$ cat src/rtl/ysyx_22050598_ifu_fetch.sv
// Instruction fetch unit: PC register, single-outstanding imem request FSM, and instruction hand-off to ID.
// Latency: instruction is presented to ID one cycle after ifu_rsp_valid; at most one request is in flight.
// Backpressure: ifu_req_addr is held while ifu_req_ready=0; the fetched instruction is held in HOLD while if_ready=0.
//
// Optional feature macro: YSYX_22050598_IFU_BPU_EN
//   defined   -> next PC = pc + bpu_pc_add_op when prdt_taken, else pc + 4
//   undefined -> next PC = pc + 4, if_prdt_taken tied low, predictor inputs ignored
//
// Ports:
//   clk, rst                       core clock, asynchronous active-high reset
//   ifu_req_valid/ready/addr       instruction memory request channel (addr = PC)
//   ifu_rsp_valid/inst             instruction memory response, one pulse per accepted request
//   bpu_inst, bpu_pc_add_op,       static predictor: instruction out, offset and taken flag in
//   prdt_taken
//   if_valid/ready, if_pc,         fetched instruction hand-off to ID
//   if_inst, if_prdt_taken
//   ex_flush, ex_flush_pc          redirect from EXU
module ysyx_22050598_ifu_fetch #(
  parameter logic [63:0] RESET_PC = 64'h8000_0000
) (
  input  logic        clk,
  input  logic        rst,
  output logic        ifu_req_valid,
  input  logic        ifu_req_ready,
  output logic [63:0] ifu_req_addr,
  input  logic        ifu_rsp_valid,
  input  logic [31:0] ifu_rsp_inst,
  output logic [31:0] bpu_inst,
  input  logic [63:0] bpu_pc_add_op,
  input  logic        prdt_taken,
  output logic        if_valid,
  input  logic        if_ready,
  output logic [63:0] if_pc,
  output logic [31:0] if_inst,
  output logic        if_prdt_taken,
  input  logic        ex_flush,
  input  logic [63:0] ex_flush_pc
);

  typedef enum logic [1:0] {
    S_IDLE = 2'd0,
    S_REQ  = 2'd1,
    S_WAIT = 2'd2,
    S_HOLD = 2'd3
  } state_e;

  localparam logic [31:0] NOP_INST = 32'h0000_0013;

  state_e      state_q, state_d;
  logic [63:0] pc_q, pc_d;
  logic [31:0] inst_q, inst_d;
  logic        drop_q, drop_d;   // a flushed request's response is still on its way back
  logic [63:0] pc_next;          // sequential or predicted successor of pc_q
  logic        use_pred;

`ifdef YSYX_22050598_IFU_BPU_EN
  assign use_pred = prdt_taken;
  assign pc_next  = pc_q + (prdt_taken ? bpu_pc_add_op : 64'd4);
`else
  logic unused_bpu;
  assign unused_bpu = ^{bpu_pc_add_op, prdt_taken};
  assign use_pred   = 1'b0;
  assign pc_next    = pc_q + 64'd4;
`endif

  always_comb begin
    state_d       = state_q;
    pc_d          = pc_q;
    inst_d        = inst_q;
    drop_d        = drop_q;
    ifu_req_valid = 1'b0;
    if_valid      = 1'b0;

    unique case (state_q)
      S_IDLE: begin
        state_d = S_REQ;
        if (ex_flush) pc_d = ex_flush_pc;
      end

      S_REQ: begin
        ifu_req_valid = 1'b1;
        if (ex_flush) pc_d = ex_flush_pc;
        if (ifu_req_ready) begin
          state_d = S_WAIT;
          // Request went out with the old PC in the same cycle as the
          // redirect: its response must be thrown away.
          if (ex_flush) drop_d = 1'b1;
        end
      end

      S_WAIT: begin
        if (ex_flush) pc_d = ex_flush_pc;
        if (ifu_rsp_valid) begin
          if (drop_q || ex_flush) begin
            drop_d  = 1'b0;
            state_d = S_REQ;
          end else begin
            inst_d  = ifu_rsp_inst;
            state_d = S_HOLD;
          end
        end else if (ex_flush) begin
          drop_d = 1'b1;
        end
      end

      S_HOLD: begin
        if_valid = ~drop_q;
        // Redirect wins over the predicted successor.
        if (ex_flush) begin
          pc_d    = ex_flush_pc;
          state_d = S_REQ;
        end else if (if_ready) begin
          pc_d    = pc_next;
          state_d = S_REQ;
        end
      end

      default: state_d = S_IDLE;
    endcase
  end

  always_ff @(posedge clk or posedge rst) begin
    if (rst) begin
      state_q <= S_IDLE;
      pc_q    <= RESET_PC;
      inst_q  <= NOP_INST;
      drop_q  <= 1'b0;
    end else begin
      state_q <= state_d;
      pc_q    <= pc_d;
      inst_q  <= inst_d;
      drop_q  <= drop_d;
    end
  end

  assign ifu_req_addr  = pc_q;
  assign bpu_inst      = inst_q;
  assign if_pc         = pc_q;
  assign if_inst       = inst_q;
  assign if_prdt_taken = (state_q == S_HOLD) && use_pred;

endmodule

$ cat config.mk
export PLATFORM = sky130hd
export DESIGN_NAME = ysyx_22050598_ifu_fetch
export DESIGN_NICKNAME = d
export VERILOG_FILES = /design/src/rtl/ysyx_22050598_ifu_fetch.sv
export SDC_FILE = /design/constraint.sdc
export NUM_CORES = 1
export LEC_CHECK = 0
export BUFFER_PORTS_ARGS = -buffer_cell sky130_fd_sc_hd__clkbuf_2
export CAP_MARGIN = 20
export CORE_AREA = 2 2 140 142
export CTS_CLUSTER_SIZE = 14
export DETAILED_ROUTE_END_ITERATION = 8
export DIE_AREA = 0 0 142 144
export PLACE_DENSITY_LB_ADDON = 0.05
export SETUP_SLACK_MARGIN = 0.2
export SLEW_MARGIN = 0
export SYNTH_ARGS = -nofsm -noshare
export SYNTH_HDL_FRONTEND = slang
export SYNTH_SLANG_ARGS = --single-unit
$ cat constraint.sdc
create_clock -name clk -period 3.96 [get_ports clk]
set_input_delay 0.594 -clock clk [delete_from_list [all_inputs] [get_ports clk]]
set_output_delay 0.594 -clock clk [all_outputs]
set_load 0.05 [all_outputs]
==> run_results.csv, run 1 <==
group,metric,value,unit
clock_tree,cts-root-buf,"clkbuf_16",
grt,grt_usage,22.0,%
grt,antenna_found_initial,1,
critical_path,cp.arrival,3.21,ns
cells_and_area,fin_nets,1105,
cells_and_area,layout-drive-gt1-share,40.8,%
drt,routed_via_density,5.59,
clock_tree,numCtsBuffers,9,
critical_path,critPathMaxFanout,7,
placement,place_ws,1.06,ns
placement,finalWeightedCongestion,0.805,
synth,ys_types,62,
clock_tree,cts.sinks,99,
timing,period_share,73.9,%
min_path,hold_path_class,"in -> async",
power_and_ir_drop,power_density,924,nW/um^2
timing,fin_ws,1.03,ns
power_and_ir_drop,leakagePower,3.65,nW
critical_path,r2r-start,"if_pc[2]",
floorplanning,core,19100,sq um
critical_path,reg2reg_depth,6,
synth,syn-mean-instance-area,8.76,sq um
critical_path,worstSetupStartpointType,"register",
grt,grt_max_degree,95,
grt,grt-ovfl-total,0,
drt,drtPass1Iterations,7,
timing,slew_headroom,33.5,%
floorplanning,die_area,20400,sq um
cells_and_area,layout_common_cells,"clkbuf_2, dfrtp_1, nand2_1, a21oi_1, nand3_1",
synth,yosysWarnings,0,
synth,synthArstFlopShare,100,%
critical_path,crit_type,"reg -> reg",
clock_tree,htree_levels,3,
critical_path,timing.rr.end,"if_pc[58]",
run,drv_cap,0,
synth,synth_top_flop_cell,"dfrtp_1",
timing,hold_viol_final,0,
critical_path,crit_required,4.24,ns
floorplanning,fp.dieW,142,um
grt,grt_pass1_vias,6013,
timing,max_freq,0.342,GHz
timing,skew,0.0108,ns
synth,syn_nets,925,
timing,setup_tns,0,ns
floorplanning,rows,51,
synth,synthesis.area,6580,sq um
clock_tree,cts_tree,"built",
floorplanning,start_util,34.5,%
synth,yosysTopAreaCell,"dfrtp_1",
synth,syn_inst,752,
timing,worstMarginPinSlew,0.997,ns
clock_tree,cts_resized,0,
placement,dp.final_hpwl,17000,um
cells_and_area,filler_cell_count,1977,
drt,drt_iter0_markers,469,
clock_tree,cts.clk_slew.worst_paths,0.08,ns
drt,num_vias,6568,
timing,rsz0062_at_grt,"false",
clock_tree,post_cts_buffers,0,
status,status,"finished clean",
synth,yosys_register_bits,99,
timing,setup_viol,0,
synth,synthDominantCellAreaShare,36.1,%
critical_path,crit_slowest_cell,"nor4_4",
synth,ys_seq_area_share,37.7,%
critical_path,slowest_delay,0.64,ns
cells_and_area,layout.cells.most_common,"clkbuf_2",
floorplanning,pin_count,362,
drt,drc,0,
critical_path,worst_setup_path_end_kind,"register",
placement,io_buffers,295,
drt,ant_nets,0,
drt,wl_per_cell,19.6,um
floorplanning,dieHeight,144,um
critical_path,crit_chain,"ha_1 -> nand3_1 -> nor4_4 -> nand4_1 -> or4_1 -> o211ai_1",
timing,period_minus_slack,2.93,ns
clock_tree,cts_hold_buffers,0,
clock_tree,clk_latency,0.36,ns
critical_path,r2r_slack,1.03,ns
grt,grt_pass1_wl,34900,um
cells_and_area,area_growth_syn_to_layout,20.7,%
drt,drt-total-wl,23100,um
clock_tree,cts_buffer_depth,2,
power_and_ir_drop,irDropWorstVdd,0.000354,V
timing,maxSlewViolCount,0,
timing,hold-worst-slack,0.375,ns
synth,synth_edf_count,0,
synth,synth_area_leaders,"dfrtp_1, buf_4, mux2_2, nand2_1, a21oi_1",
-- cells by family after synthesis --
kind of cell	synth area share [%]
AO/OA/AOI/OAI	16.4
adder cells (fa/ha/maj)	1.14
buffers and inverters	14.2
flip-flops	37.7
multiplexers	6.08
other	0.0570
AND/OR/NAND/NOR	24.5
-- cell usage after synthesis, drive strengths merged, types with 7 or more instances --
master	instances
dfrtp	95
and3	14
a21oi	52
inv	10
nor2	38
mux2	32
buf	106
o22a	9
nor3	21
a2bb2oi	7
nand2	70
nand4	38
o21ai	30
or4	11
clkbuf	34
nor4	16
and4	13
or3	12
o22ai	12
o211ai	8
nand3	42
-- state kept, by name (all words and copies together) (netlist names) --
name / cells
drop_q: 1
if_pc: 64
state_q: 2
bpu_inst: 32
-- per-layer routing --
layer	track usage, %	up-vias	part of all wire (%)
li1	-	3080	-
met1	29.4	3173	44
met2	36.9	292	49
met3	3.84	23	5.9
met4	5.84	0	1.5
met5	0	-	0
-- worst max-delay path by stage --
stage,startpoint,end,slack [ns],cells after the start
6_report,if_pc[2],if_pc[58],1.03,6
3_5_place_dp,if_pc[2],if_pc[58],1.06,6
3_3_place_gp,if_pc[2],if_pc[58],1.06,6
5_1_grt,if_pc[2],if_pc[58],0.87,6
4_1_cts,if_pc[2],if_pc[58],1.01,6
2_1_floorplan,rst,bpu_inst[10],0.78,1
-- layout make-up --
cell class / count / area (sq um) / share of cell area [%]
Antenna cell: 1 / 2.50 / 0.0315
Clock buffer: 9 / 225 / 2.84
Clock inverter: 7 / 105 / 1.32
Inverter: 10 / 40.0 / 0.504
Multi-Input combinational cell: 503 / 3200 / 40.2
Sequential cell: 99 / 2480 / 31.2
Tap cell: 238 / 298 / 3.75
Timing Repair Buffer: 309 / 1590 / 20.1
-- per-stage QoR --
step           util [%]  cell area [sq um]  std cells  total power, mW
6_report           41.6               7940       1176             7.34
5_1_grt            41.6               7940       1175             7.72
3_3_place_gp       39.9               7610       1159             6.34
3_5_place_dp       39.9               7610       1159             6.38
4_1_cts            41.6               7940       1175             7.40
2_1_floorplan         -               6580        752             5.74
-- power breakdown --
group / total [mW] / switching, mW / internal (mW) / leakage (nW)
registers: 1.96 / 0.575 / 1.39 / 1.18
clock network: 1.01 / 0.441 / 0.565 / 0.159
logic: 4.37 / 3.44 / 0.928 / 2.30
total: 7.34 / 4.46 / 2.88 / 3.65
-- critical path, delay by kind of cell (launching register included) --
kind                       cells  cell delay (ns)
and+or+nand+nor                4             1.97
AOI/OAI and AO/OA              1             0.09
DFF                            1             0.53
adders and majority gates      1             0.27
(Power assumes the default switching activity.)
==> run 2: changes to the inputs <==
- ABC_AREA: not set -> 1
- CORE_AREA: 2 2 140 142 -> 2 2 141 143
- DIE_AREA: 0 0 142 144 -> 0 0 143 145
- clock period: 3.96 -> 2.5 ns (I/O delays scaled with it)
==> run 2 against run 1 <==
Non-clock buffer count shrank 6. Die area grew 1.4%. Highest routed layer unchanged. Critical path depth grew 5. Clock skew shrank 0.0039 ns. Worst hold slack lost 0.26 ns. Sequential share of layout area shrank 2.4 points. Cell count grew 29%. Area after synthesis grew 10%. Via count grew 8.2%.
==> run_results.csv, run 2 <==
group,metric,value,unit
timing,maxSlewViolCount,0,
synth,yosysTopAreaCell,"dfrtp_1",
drt,drc,0,
timing,hold_viol_final,0,
drt,wl_per_cell,15.3,um
floorplanning,start_util,37.8,%
placement,dp.final_hpwl,18000,um
cells_and_area,multi_input_area,3580,sq um
power_and_ir_drop,clkPwrFrac,13.6,%
critical_path,critPathMaxFanout,65,
placement,finalWeightedCongestion,0.886,
run,drv_cap,0,
floorplanning,rows,51,
timing,max_freq,0.475,GHz
grt,grt_usage,22.4,%
power_and_ir_drop,combinationalPowerShare,58.7,%
critical_path,worst_setup_path_end_kind,"register",
grt,grt_pass1_wl,36100,um
synth,synth_edf_count,0,
critical_path,crit_chain,"ha_1 -> inv_1 -> nor2_4 -> inv_2 -> nor2_1 -> inv_2 -> o21ai_4 -> buf_12 -> nor2_1 -> a21oi_1 -> inv_1",
timing,setup_viol,0,
drt,ant_nets,0,
drt,drtPass1Iterations,5,
cells_and_area,fin_util,44.8,%
synth,yosysWarnings,0,
clock_tree,clk_latency,0.35,ns
cells_and_area,layout-drive-gt1-share,31.6,%
synth,synthDominantCellAreaShare,32.7,%
power_and_ir_drop,power.switching,6.26,mW
synth,yosys_register_bits,99,
cells_and_area,fin_nets,1420,
critical_path,crit_required,2.75,ns
clock_tree,numCtsBuffers,9,
status,status,"finished clean",
floorplanning,dieHeight,145,um
power_and_ir_drop,power,10.3,mW
synth,ys_types,36,
timing,hold-worst-slack,0.113,ns
drt,drt_iter0_markers,408,
power_and_ir_drop,intPower,4.07,mW
power_and_ir_drop,leakagePower,4.51,nW
drt,drt-total-wl,23200,um
critical_path,slowest_delay,0.45,ns
timing,skew,0.00685,ns
clock_tree,cts_buffer_depth,2,
cells_and_area,filler_cell_count,2071,
floorplanning,fp.dieW,143,um
grt,grt-ovfl-total,0,
power_and_ir_drop,pwr-share-seq,27.7,%
cells_and_area,layout.cells.most_common,"clkbuf_2",
clock_tree,cts-root-buf,"clkbuf_16",
drt,num_vias,7107,
synth,synth_top_flop_cell,"dfrtp_1",
grt,grt_max_degree,100,
cells_and_area,layout.cells.non_filler,1517,
grt,antenna_found_initial,0,
synth,synthArstFlopShare,100,%
synth,ys_seq_area_share,34.2,%
synth,syn-mean-instance-area,6.85,sq um
synth,syn_inst,1060,
cells_and_area,num_antenna_cells,0,
floorplanning,die_area,20700,sq um
cells_and_area,largest_register_ffs,64,
critical_path,cp.arrival,2.36,ns
critical_path,worstSetupStartpointType,"register",
cells_and_area,area_growth_syn_to_layout,18.6,%
timing,period_minus_slack,2.11,ns
clock_tree,post_cts_buffers,0,
synth,syn_nets,1233,
critical_path,crit_type,"reg -> reg",
synth,synthesis.area,7260,sq um
clock_tree,cts.clk_slew.worst_paths,0.08,ns
min_path,hold_path_class,"in -> async",
synth,ys_top_cells_by_count,"nand2_1, nor2_1, buf_4, dfrtp_1, inv_1",
floorplanning,core,19200,sq um
critical_path,r2r-start,"state_q[0]",
floorplanning,pin_count,362,
timing,setup_tns,0,ns
timing,rsz0062_at_grt,"true",
grt,grt_pass1_vias,6432,
synth,synth_area_leaders,"dfrtp_1, nand2_1, buf_4, nor2_1, mux2_2",
clock_tree,htree_levels,3,
power_and_ir_drop,power_density,1200,nW/um^2
critical_path,crit_slowest_cell,"dfrtp_1",
clock_tree,cts_hold_buffers,0,
critical_path,crit_start,"state_q[0]",
timing,slew_headroom,60.5,%
timing,worstMarginPinSlew,0.592,ns
power_and_ir_drop,irDropWorstVdd,0.000506,V
timing,period_share,84.2,%
synth,post-synth-top-count-cell,"nand2_1",
placement,io_buffers,295,
clock_tree,cts_resized,0,
placement,placedCellCount,1501,
drt,routed_via_density,4.68,
clock_tree,cts_tree,"built",
cells_and_area,seqCellArea,2480,sq um
power_and_ir_drop,switching_share,60.6,%
clock_tree,cts.sinks,99,
cells_and_area,layout_common_cells,"clkbuf_2, nand2_1, nor2_1, dfrtp_1, inv_1",
[run 2: kinds of logic after synthesis]
logic type	Yosys count	synth area share [%]
buffers and inverters	216	16.7
other	1	0.0517
muxes	35	5.43
AOI/OAI and AO/OA	118	8.60
adders and majority gates	6	1.03
DFF	99	34.2
and+or+nand+nor	584	33.9
xor gates and xnor gates	1	0.121
[run 2: stage by stage]
step	instance area (sq um)	setup WS [ns]
final	8610	0.394
after global routing	8610	0.189
after CTS	8610	0.330
after detailed placement	8310	0.347
after global placement	8310	0.360
after floorplan	7260	0.494
[run 2: final cells by class]
type	instances	area share, %
flip-flops and latches	99	28.8
clock buffers	9	2.61
clock inverters	7	0.828
inverters	89	3.95
repair buffers	303	18.4
well taps	265	3.85
multi-input cells	745	41.5
[run 2: path summary, 6_finish.rpt]
check | to | slack (ns) | depth (start not counted)
setup / recovery | if_pc[23] | 0.39 | 11
hold / removal | if_pc[5] | 0.11 | 3
setup reg to reg | if_pc[23] | 0.39 | 11
hold reg to reg | if_pc[1] | 0.53 | 1
max in group asynchronous | if_pc[52] | 1.90 | 3
min in group clk | bpu_inst[11] | 0.24 | 2
[run 2: layer usage]
layer	GRT usage, %	share of wire [%]
met1	32.2	47
met2	35.8	46
met3	2.74	5.3
met4	5.35	1.3
met5	0	0
[run 2: critical path, delay by kind of cell, from the launching register on]
kind	cells	cell delay [ns]
DFF	1	0.45
AOI/OAI and AO/OA	2	0.33
adders and majority gates	1	0.18
buffers and inverters	5	0.54
and+or+nand+nor	3	0.43
[run 2: power groups by stage]
| stage | clock, mW | sequential [mW] | combinational (mW) |
|---|---|---|---|
| 2_1_floorplan | 0 | 4.29 | 3.79 |
| 3_3_place_gp | 0 | 2.88 | 6.08 |
| 3_5_place_dp | 0 | 2.90 | 6.09 |
| 4_1_cts | 1.46 | 2.87 | 6.10 |
| 5_1_grt | 1.52 | 2.97 | 6.44 |
| 6_report | 1.41 | 2.86 | 6.06 |
